===== src/rtl/enc_pkg.sv =====
// Shared types and constants for the encryptor transmit path.
package enc_pkg;

   localparam int unsigned BYTE_W     = 8;
   localparam int unsigned FRAME_BITS = 10;

   localparam logic TX_IDLE_LEVEL  = 1'b1;
   localparam logic TX_START_LEVEL = 1'b0;

   // Serializer frame states
   typedef enum logic [1:0] {
      IDLE,
      START,
      DATA,
      STOP
   } tx_state_e;

endpackage


===== src/rtl/enc_byte_fifo.sv =====
// Byte FIFO buffering encrypted bytes ahead of the serial link.
// Ports:
//   clock, reset   - rising-edge clock, synchronous active-high reset
//   push_data/push - write request; ignored when full
//   pop            - read request; ignored when empty
//   head           - oldest stored byte (valid when !empty)
//   count          - number of stored bytes (0..DEPTH)
//   full, empty    - status flags derived from count
module enc_byte_fifo #(
   parameter int unsigned DEPTH  = 4,
   parameter int unsigned BYTE_W = 8
) (
   input  logic                    clock,
   input  logic                    reset,
   input  logic [BYTE_W-1:0]       push_data,
   input  logic                    push,
   input  logic                    pop,
   output logic [BYTE_W-1:0]       head,
   output logic [$clog2(DEPTH):0]  count,
   output logic                    full,
   output logic                    empty
);

   localparam int unsigned AW = $clog2(DEPTH);
   localparam int unsigned CW = AW + 1;

   logic [BYTE_W-1:0] mem [DEPTH];
   logic [AW-1:0]     wr_ptr;
   logic [AW-1:0]     rd_ptr;
   logic              do_push;
   logic              do_pop;

   assign full    = (count == CW'(DEPTH));
   assign empty   = (count == '0);
   assign do_push = push && !full;
   assign do_pop  = pop && !empty;
   assign head    = mem[rd_ptr];

   // Storage array; only written on an accepted push so idle X data never lands
   always_ff @(posedge clock) begin
      if (do_push) begin
         mem[wr_ptr] <= push_data;
      end
   end

   // Pointers wrap naturally since DEPTH is a power of two
   always_ff @(posedge clock) begin
      if (reset) begin
         wr_ptr <= '0;
         rd_ptr <= '0;
         count  <= '0;
      end else begin
         if (do_push) wr_ptr <= wr_ptr + AW'(1);
         if (do_pop)  rd_ptr <= rd_ptr + AW'(1);
         case ({do_push, do_pop})
            2'b10:   count <= count + CW'(1);
            2'b01:   count <= count - CW'(1);
            default: count <= count;
         endcase
      end
   end

endmodule


===== src/rtl/enc_tx_serializer.sv =====
// Framed serial transmitter for encrypted bytes: start bit, 8 data bits
// MSB first, stop bit, each held BIT_CYCLES clocks. Bytes are buffered in
// a DEPTH-entry FIFO; queued bytes go out back to back with no idle gap.
// Ports:
//   clock, reset        - rising-edge clock, synchronous active-high reset
//   in_data/in_valid    - byte offered by the encryptor
//   in_ready            - FIFO not full (from count only)
//   tx_bit              - registered serial line, idles high
//   tx_busy             - registered, high from START through STOP
//   fifo_count          - bytes currently buffered
//   frame_done          - one-cycle pulse after each frame's last STOP cycle
module enc_tx_serializer
   import enc_pkg::*;
#(
   parameter int unsigned DEPTH      = 4,
   parameter int unsigned BIT_CYCLES = 1
) (
   input  logic                    clock,
   input  logic                    reset,
   input  logic [BYTE_W-1:0]       in_data,
   input  logic                    in_valid,
   output logic                    in_ready,
   output logic                    tx_bit,
   output logic                    tx_busy,
   output logic [$clog2(DEPTH):0]  fifo_count,
   output logic                    frame_done
);

   localparam int unsigned CCW = $clog2(BIT_CYCLES) + 1;
   localparam logic [CCW-1:0] LAST_CYC = CCW'(BIT_CYCLES - 1);

   tx_state_e         state;
   logic [BYTE_W-1:0] shift;
   logic [2:0]        bit_idx;
   logic [CCW-1:0]    cyc_cnt;
   logic [BYTE_W-1:0] head;
   logic              full;
   logic              empty;
   logic              pop;
   logic              last_cyc;

   enc_byte_fifo #(
      .DEPTH  (DEPTH),
      .BYTE_W (BYTE_W)
   ) u_fifo (
      .clock     (clock),
      .reset     (reset),
      .push_data (in_data),
      .push      (in_valid),
      .pop       (pop),
      .head      (head),
      .count     (fifo_count),
      .full      (full),
      .empty     (empty)
   );

   assign in_ready = !full;
   assign last_cyc = (cyc_cnt == LAST_CYC);

   // Head is taken when idle, or at the end of STOP to chain frames
   assign pop = !empty && ((state == IDLE) || ((state == STOP) && last_cyc));

   // Frame FSM, shift register and registered line outputs
   always_ff @(posedge clock) begin
      if (reset) begin
         state      <= IDLE;
         shift      <= '0;
         bit_idx    <= '0;
         cyc_cnt    <= '0;
         tx_bit     <= TX_IDLE_LEVEL;
         tx_busy    <= 1'b0;
         frame_done <= 1'b0;
      end else begin
         frame_done <= 1'b0;
         case (state)
            IDLE: begin
               tx_bit <= TX_IDLE_LEVEL;
               if (pop) begin
                  state   <= START;
                  shift   <= head;
                  cyc_cnt <= '0;
                  tx_bit  <= TX_START_LEVEL;
                  tx_busy <= 1'b1;
               end
            end
            START: begin
               if (last_cyc) begin
                  // MSB goes on the line now; shift so the next bit sits in [7]
                  state   <= DATA;
                  bit_idx <= 3'd7;
                  cyc_cnt <= '0;
                  tx_bit  <= shift[BYTE_W-1];
                  shift   <= {shift[BYTE_W-2:0], 1'b0};
               end else begin
                  cyc_cnt <= cyc_cnt + CCW'(1);
               end
            end
            DATA: begin
               if (last_cyc) begin
                  cyc_cnt <= '0;
                  if (bit_idx == 3'd0) begin
                     state  <= STOP;
                     tx_bit <= TX_IDLE_LEVEL;
                  end else begin
                     bit_idx <= bit_idx - 3'd1;
                     tx_bit  <= shift[BYTE_W-1];
                     shift   <= {shift[BYTE_W-2:0], 1'b0};
                  end
               end else begin
                  cyc_cnt <= cyc_cnt + CCW'(1);
               end
            end
            STOP: begin
               if (last_cyc) begin
                  cyc_cnt    <= '0;
                  frame_done <= 1'b1;
                  if (pop) begin
                     state  <= START;
                     shift  <= head;
                     tx_bit <= TX_START_LEVEL;
                  end else begin
                     state   <= IDLE;
                     tx_bit  <= TX_IDLE_LEVEL;
                     tx_busy <= 1'b0;
                  end
               end else begin
                  cyc_cnt <= cyc_cnt + CCW'(1);
               end
            end
            default: begin
               state   <= IDLE;
               tx_bit  <= TX_IDLE_LEVEL;
               tx_busy <= 1'b0;
            end
         endcase
      end
   end

endmodule


===== config.mk =====
export PLATFORM = sky130hd
export DESIGN_NAME = enc_tx_serializer
export DESIGN_NICKNAME = d
export VERILOG_FILES = /design/src/rtl/enc_pkg.sv /design/src/rtl/enc_byte_fifo.sv /design/src/rtl/enc_tx_serializer.sv
export SDC_FILE = /design/constraint.sdc
export NUM_CORES = 1
export LEC_CHECK = 0
export BUFFER_PORTS_ARGS = -buffer_cell sky130_fd_sc_hd__buf_4
export CAP_MARGIN = 20
export CORE_MARGIN = 5
export CORE_UTILIZATION = 37
export DETAILED_ROUTE_END_ITERATION = 10
export PLACE_DENSITY_LB_ADDON = 0.25
export SLEW_MARGIN = 25
export SYNTH_ARGS = -nofsm -noshare
export SYNTH_HDL_FRONTEND = slang
export SYNTH_SLANG_ARGS = --single-unit

===== constraint.sdc =====
create_clock -name clock -period 2.7 [get_ports clock]
set_clock_uncertainty 0.1 [all_clocks]
set_input_delay 0.405 -clock clock [delete_from_list [all_inputs] [get_ports clock]]
set_output_delay 0.405 -clock clock [all_outputs]
set_load 0.05 [all_outputs]

==> results of run 1 <==
-- worst paths after layout --
check | from | endpoint | slack (ns) | cells after the start
worst max-delay path | state[0] | u_fifo.count[2] | 0.37 | 9
worst min-delay path | in_data[3] | u_fifo.mem[1][3] | 0.18 | 1
worst max register to register | state[0] | u_fifo.count[2] | 0.37 | 9
worst min register to register | bit_idx[0] | bit_idx[0] | 0.37 | 2
-- layer usage --
layer	GRT usage (%)	part of all wire, %
met4	6.31	2.4
met5	0	0
met3	2.86	3.5
met2	17.7	45
met1	15.5	49
-- power by group through the flow --
stage	logic, mW	clock network, mW	registers [mW]
CTS	1.51	0.766	1.25
finish	1.51	0.752	1.24
detailed placement	1.50	0	1.27
global route	1.68	0.802	1.28
floorplan	1.13	0	1.32
global placement	1.51	0	1.26
-- worst max-delay path, cell delays in order, from the launching register on --
cell,delay [ns]
dfxtp_1,0.37
inv_1,0.09
ha_1,0.31
nor2_1,0.17
ha_1,0.20
inv_1,0.06
fa_1,0.37
xor2_1,0.16
or3_1,0.30
a21oi_1,0.14
-- Yosys cell counts, types with 4 or more instances --
master and instances:
and3_1 4, a311oi_1 9, nor2_1 6, nand2_1 17, edfxtp_1 32, clkbuf_1 9, mux4_2 8, a21oi_1 18
inv_1 13, ha_1 11, dfxtp_1 25
-- through the flow --
stage               power (mW)  cells  setup WS [ns]  util [%]  cell area [µm²]
floorplan                 2.44    197         0.0151         -             2480
global placement          2.77    281          0.428      41.5             2670
detailed placement        2.77    281          0.373      41.5             2670
CTS                       3.53    297          0.363      44.4             2850
global route              3.76    297          0.234      44.4             2850
finish                    3.50    297          0.366      44.4             2850
-- final cells by class --
type	instances	area, µm²
clock buffers	9	124
clock inverters	7	61.3
fillers	585	3570
inverters	13	48.8
multi-input cells	113	901
flip-flops and latches	57	1460
well taps	77	96.3
repair buffers	21	158
-- registers in the layout (all words and copies together), names as in the netlist, 2 cells and up, named ones only --
register       cells
u_fifo.count       3
u_fifo.wr_ptr      2
state              2
shift              8
u_fifo.mem        32
bit_idx            3
u_fifo.rd_ptr      2
-- logic make-up after synthesis --
logic type      synth area share [%]
xor+xnor                       0.706
simple gates                    9.58
compound gates                  12.4
flops                           58.9
mux                             7.26
buf+inv                         4.79
fa+ha+maj                       6.35
==> results.tsv, run 1 <==
metric	value	unit
first-pass GRT wire length	7690	µm
Max IR drop VDD	430	µV
Clock transition at path regs	0.07	ns
static leakage	1.03	nW
max_cap viols	0	
Max H-tree Level	3	
max-slew violations	0	
Die Y	91.9	µm
Area Growth Syn to Fin	14.9	%
area leader, netlist	edfxtp_1	
Flop pwr share	35.5	%
Sw Pwr	1.37	mW
Mean Syn Cell Area	12.6	µm²
worst hold path type	input port to flip-flop	
Power Internal	2.13	mW
P per Cell Area	1230	mW/mm²
number of enable flip-flop cells after synthesis	32	
Die Wd	91.9	µm
CTS tree	done	
WL final	4590	µm
root buf cell	clkbuf_8	
Starting DRT DRC Count	118	
class of the most critical setup path	flip-flop to flip-flop	
largest net degree at the start of global routing	26	
via density per instance	5.16	
Overflow after GRT	0	
Initial Util	38.6	%
share of post-route cells with drive strength above 1	21.4	%
vias in the first global route	1544	
# IOs	18	
Distinct cells, synth	38	
num rows	29	
ANT nets after route	0	
Setup TNS Final	0	ns
asr flop ratio synth	0	%
Clk Latency, worst-skew pair	0.32	ns
crit share post-route	86.4	%
final setup violating endpoints	0	
core area	0.00642	mm²
WP data arrival	2.49	ns
crit path max fanout	4	
synthesized cell area	0.00248	mm²
Max clock buf depth	2	
Post-Synthesis Cells	197	
CTS Buf Count	9	
via count	1533	
leading cell type in the layout, fill and taps excluded	edfxtp_1	
hold slack final	0.180	ns
DIE AREA	0.00844	mm²
Mapped Nets	220	
most common flop cell mapped by yosys	edfxtp_1	
Max transition margin	61.1	%
status	completed	
post-CTS setup buffer count	0	
number of diodes	0	
Layout Nets	238	
Sw Ratio	39.2	%
count of input and output buffers	17	
post-CTS sizing	0	
FF+latch count, synth	57	
placer congestion estimate	0.725	
min Tclk post-route	2.33	ns
synthesis warning total	0	
Final Hold Fails	0	
post-synth top area share	38.7	%
clock network power share	21.5	%
CTS Sinks	57	
Gate power share	43.0	%
most frequent cells in the layout	edfxtp_1, dfxtp_1, buf_4, a21oi_1, nand2_1	
antenna violations before repair	0	
sequential fraction of the synthesis area	58.9	%
Worst-Margin Slew	0.583	ns
Worst setup EP type	flip-flop	
half-perimeter wire length after placement	3090	µm
RSZ-0062 raised after global routing	no	
total track usage	11.7	%
per-cell routed wire length	15.5	µm
top area cells in the synthesized netlist	edfxtp_1, dfxtp_1, mux4_2	
Critical Path RT	2.86	ns
fmax	429	MHz
Hold Buf Count CTS	0	
DRT Pass-1 Iters	4	
DRC violations left	0	
Startpoint Class	flip-flop	
Note: power is estimated with default switching activity, not from simulation.
==> run 2, diff against run 1 <==
Settings changed: CTS_BUF_LIST set to sky130_fd_sc_hd__clkbuf_2.
==> results.tsv, run 2 (synthesized netlist as in run 1, its figures left out) <==
metric	value	unit	change
status	completed		
DRT Pass-1 Iters	4		unchanged
max FFs per register	32		unchanged
DRC violations left	0		unchanged
Clk Latency, worst-skew pair	0.45	ns	+0.13 ns
final setup violating endpoints	0		unchanged
max-slew violations	0		unchanged
final non-filler cell total	300		+1.0%
Die Wd	91.9	µm	unchanged
share of post-route cells with drive strength above 1	21.1	%	-0.29 points
post-CTS sizing	0		unchanged
Starting DRT DRC Count	122		+3.4%
largest net degree at the start of global routing	26		unchanged
count of input and output buffers	17		unchanged
Clock transition at path regs	0.18	ns	+0.11 ns
Layout Nets	241		+1.3%
P per Cell Area	1170	mW/mm²	-4.9%
WL final	4640	µm	+1.1%
WP data arrival	2.65	ns	+0.16 ns
Reg2Reg Setup Slack	0.34	ns	-0.02 ns
crit share post-route	87.3	%	+0.89 points
via count	1546		+0.85%
number of diodes	0		unchanged
Final Hold Fails	0		unchanged
first-pass GRT wire length	7730	µm	+0.55%
core area	0.00642	mm²	unchanged
Max H-tree Level	3		unchanged
max_cap viols	0		unchanged
half-perimeter wire length after placement	3090	µm	unchanged
total track usage	11.8	%	+0.12 points
root buf cell	clkbuf_2		
Initial Util	38.6	%	unchanged
ANT nets after route	0		unchanged
num rows	29		unchanged
crit path max fanout	4		unchanged
CTS Sinks	57		unchanged
static leakage	1.01	nW	-1.4%
via density per instance	5.15		-0.16%
post-CTS setup buffer count	0		unchanged
Max transition margin	61.0	%	-0.18 points
Critical Path RT	2.99	ns	+0.13 ns
Placed Cells	281		unchanged
Die Y	91.9	µm	unchanged
# IOs	18		unchanged
antenna violations before repair	0		unchanged
Largest regs	u_fifo.mem x32, shift x8		
CTS tree	done		
Hold Buf Count CTS	0		unchanged
Worst setup EP type	flip-flop		
DIE AREA	0.00844	mm²	unchanged
placer congestion estimate	0.725		unchanged
Max IR drop VDD	388	µV	-9.8%
Placed Area	0.00267	mm²	unchanged
worst hold path type	input port to flip-flop		
most frequent cells in the layout	edfxtp_1, dfxtp_1, buf_4, a21oi_1, nand2_1		
per-cell routed wire length	15.5	µm	about the same
number of fillers in the final layout	592		+1.2%
Max clock buf depth	2		unchanged
min Tclk post-route	2.36	ns	+0.0241 ns
RSZ-0062 raised after global routing	no		
Area Growth Syn to Fin	13.0	%	
largest register by flop count	u_fifo.mem		
Overflow after GRT	0		unchanged
vias in the first global route	1565		+1.4%
Design Area, Final	0.00280	mm²	-1.7%
Startpoint Class	flip-flop		
CTS Buf Count	9		unchanged
Worst-Margin Slew	0.586	ns	+0.00263 ns
leading cell type in the layout, fill and taps excluded	edfxtp_1		
fmax	424	MHz	-1.0%
class of the most critical setup path	flip-flop to flip-flop		
Setup TNS Final	0	ns	unchanged
## run 2: area by class of cell
type | count | area [µm²] | area share (%)
Clock buffer | 9 | 45.0 | 1.61
Inverter | 13 | 48.8 | 1.74
Clock inverter | 7 | 61.3 | 2.19
Multi-Input combinational cell | 113 | 901 | 32.1
Sequential cell | 57 | 1460 | 52.2
Timing Repair Buffer | 24 | 188 | 6.70
Tap cell | 77 | 96.3 | 3.44
## run 2: where the power goes
group / switching [mW] / leakage, nW / total [mW] / internal [mW]
Combinational: 0.897 / 0.452 / 1.51 / 0.613
Sequential: 0.140 / 0.500 / 1.24 / 1.10
Clock: 0.321 / 0.0604 / 0.524 / 0.203
Total: 1.36 / 1.01 / 3.28 / 1.92
## run 2: critical path: stages, from the launching register on
cell and delay [ns]:
dfxtp_1 0.41, inv_1 0.09, ha_1 0.31, nor2_1 0.17, ha_1 0.20, inv_1 0.06, fa_1 0.37, xor2_1 0.16
or3_1 0.30, a21oi_1 0.14
## run 2: worst paths after layout
path / start / end / cells past startpoint
setup / recovery: state[0] / u_fifo.count[2] / 9
hold / removal: in_data[2] / u_fifo.mem[1][2] / 1
setup reg to reg: state[0] / u_fifo.count[2] / 9
hold reg to reg: bit_idx[0] / bit_idx[0] / 2
## run 2: metal layers
layer	GRT usage [%]	vias to the layer above	routed length, µm
met2	17.9	30	2200
met4	6.31	0	63
met1	15.5	739	2200
met5	0	-	0
li1	-	773	-
met3	3.11	4	185
## run 2: metrics by stage
stage | utilization [%] | total power [mW] | hold WS [ns] | setup WS [ns]
3_5_place_dp | 41.5 | 2.77 | 0.370 | 0.373
3_3_place_gp | 41.5 | 2.77 | 0.358 | 0.428
4_1_cts | 43.2 | 3.30 | 0.0136 | 0.343
6_report | 43.6 | 3.28 | 0.0468 | 0.342
2_1_floorplan | - | 2.44 | 0.344 | 0.0151
5_1_grt | 43.6 | 3.53 | 0.000809 | 0.213
==> run 3, diff against run 2 <==
Settings changed: CORE_UTILIZATION 37 to 55.
==> results.tsv, run 3 (synthesized netlist as in run 1, its figures left out) <==
metric	value	unit	change
status	completed		
vias in the first global route	1669		+6.6%
Initial Util	57.0	%	+18 points
Area Growth Syn to Fin	11.7	%	
crit share post-route	91.9	%	+4.6 points
post-CTS setup buffer count	0		unchanged
CTS tree	done		
Die Wd	77.2	µm	-16%
FF/Latch Area	0.00146	mm²	unchanged
count of input and output buffers	17		unchanged
PnR Total Power	3.27	mW	-0.30%
class of the most critical setup path	flip-flop to flip-flop		
Starting DRT DRC Count	145		+19%
num rows	24		-17%
Largest regs	u_fifo.mem x32, shift x8		
Hold Crit Depth	1		unchanged
Max H-tree Level	3		unchanged
min Tclk post-route	2.48	ns	+0.123 ns
Worst-Margin Slew	0.565	ns	-0.0210 ns
# IOs	18		unchanged
antenna violations before repair	0		unchanged
leading cell type in the layout, fill and taps excluded	edfxtp_1		
largest net degree at the start of global routing	26		unchanged
Critical Path RT	2.98	ns	about the same
Reg2Reg Setup Slack	0.22	ns	-0.12 ns
P per Cell Area	1180	mW/mm²	+0.82%
Max transition margin	62.4	%	+1.4 points
ANT nets after route	0		unchanged
Flop pwr share	38.2	%	+0.3 points
total track usage	16.6	%	+4.8 points
Gate power share	46.1	%	about the same
Hold Path Sink	u_fifo.mem[2][1]		
number of diodes	0		unchanged
WL final	4620	µm	-0.60%
crit path max fanout	4		unchanged
max-slew violations	0		unchanged
final setup violating endpoints	0		unchanged
via density per instance	5.85		+13%
Power Internal	1.91	mW	-0.46%
CTS Buf Count	9		unchanged
half-perimeter wire length after placement	3140	µm	+1.5%
placer congestion estimate	0.780		+7.6%
most frequent cells in the layout	edfxtp_1, dfxtp_1, buf_4, a21oi_1, nand2_1		
via count	1602		+3.6%
Multi-input gate area	903	µm²	+0.28%
Startpoint Class	flip-flop		
Sw Pwr	1.36	mW	about the same
share of post-route cells with drive strength above 1	21.2	%	+0.095 points
FF-to-FF path depth	9		unchanged
Worst setup EP type	flip-flop		
DRT Pass-1 Iters	4		unchanged
Placed Area	0.00262	mm²	-1.7%
number of fillers in the final layout	306		-48%
Clk Latency, worst-skew pair	0.44	ns	about the same
max FFs per register	32		unchanged
Design Area, Final	0.00277	mm²	-1.1%
fin util	63.6	%	+20 points
Clock transition at path regs	0.16	ns	-0.02 ns
Max IR drop VDD	552	µV	+43%
Setup TNS Final	0	ns	unchanged
Final Hold Fails	0		unchanged
DRC violations left	0		unchanged
WP data arrival	2.76	ns	+0.11 ns
worst hold path type	input port to flip-flop		
CTS Sinks	57		unchanged
static leakage	1.02	nW	+0.24%
fmax	403	MHz	-5.0%
root buf cell	clkbuf_2		
Overflow after GRT	0		unchanged
RSZ-0062 raised after global routing	no		
per-cell routed wire length	16.8	µm	+8.8%
origin of the critical flop-to-flop path	state[0]		
Die Y	77.2	µm	-16%
Layout Nets	240		-0.41%
largest register by flop count	u_fifo.mem		
hold path startpoint	in_data[1]		
Max clock buf depth	2		unchanged
clock network power share	15.8	%	-0.2 points
max_cap viols	0		unchanged
DIE AREA	0.00595	mm²	-29%
r2r endpoint	u_fifo.count[2]		
first-pass GRT wire length	7740	µm	+0.17%
core area	0.00435	mm²	-32%
Sw Ratio	41.5	%	+0.093 points
[run 3: changes by cell type in the layout (fill, tap and decap cells not counted)]
cell,previous run,this run
clkinv_2,1,2
or3b_2,1,0
dlygate4sd3_1,3,4
or3b_4,0,1
clkbuf_2,9,10
buf_4,21,19
clkinv_1,3,1
[run 3: timing repair]
action | in CTS | in global routing
gates resized for setup | 0 | 1
hold buffers | 0 | 4
endpoints found under the setup margin | 0 | 1
endpoints found under the hold margin | 0 | 10
[run 3: worst max-delay path, cell delays in order (launching register included)]
cell and delay (ns):
dfxtp_1 0.42, inv_1 0.09, ha_1 0.31, nor2_1 0.18, ha_1 0.21, inv_1 0.06, fa_1 0.37, xor2_1 0.17
or3_1 0.32, a21oi_1 0.18
[run 3: metal layers]
layer / up-vias / part of all wire (%) / GRT usage [%]
li1: 773 / - / -
met1: 780 / 42 / 19.6
met2: 40 / 52 / 27.8
met3: 9 / 4.3 / 4.22
met4: 0 / 1.4 / 8.42
met5: - / 0 / 0
[run 3: how the worst max path moves through the flow]
stage / slack (ns) / startpoint / to
3_5_place_dp: 0.20 / u_fifo.count[1] / u_fifo.count[2]
5_1_grt: 0.03 / state[0] / u_fifo.count[2]
3_3_place_gp: 0.37 / u_fifo.count[1] / u_fifo.count[2]
2_1_floorplan: 0.02 / u_fifo.count[1] / u_fifo.count[2]
6_report: 0.22 / state[0] / u_fifo.count[2]
4_1_cts: 0.16 / u_fifo.count[1] / u_fifo.count[2]
[run 3: per-stage QoR]
stage                     setup WS (ns)  hold WS [ns]  std cells
after floorplan                  0.0151         0.344        197
after global placement            0.369         0.355        254
after detailed placement          0.196         0.363        254
after CTS                         0.161        0.0212        270
after global routing             0.0285      0.000439        274
final                             0.219        0.0531        274
[run 3: area by class of cell]
class                      instances  share of cell area (%)
clock buffer                      10                    1.81
multi-input combinational        113                    32.6
tap                               52                    2.35
timing repair buffer              23                    6.59
clock inverter                     6                    2.12
sequential                        57                    52.8
inverter                          13                    1.76
[run 3: power groups by stage]
stage | Clock [mW] | Combinational, mW | Sequential (mW)
after floorplan | 0 | 1.13 | 1.32
after global placement | 0 | 1.41 | 1.25
after detailed placement | 0 | 1.49 | 1.27
after CTS | 0.530 | 1.49 | 1.25
after global routing | 0.576 | 1.67 | 1.28
final | 0.515 | 1.50 | 1.25
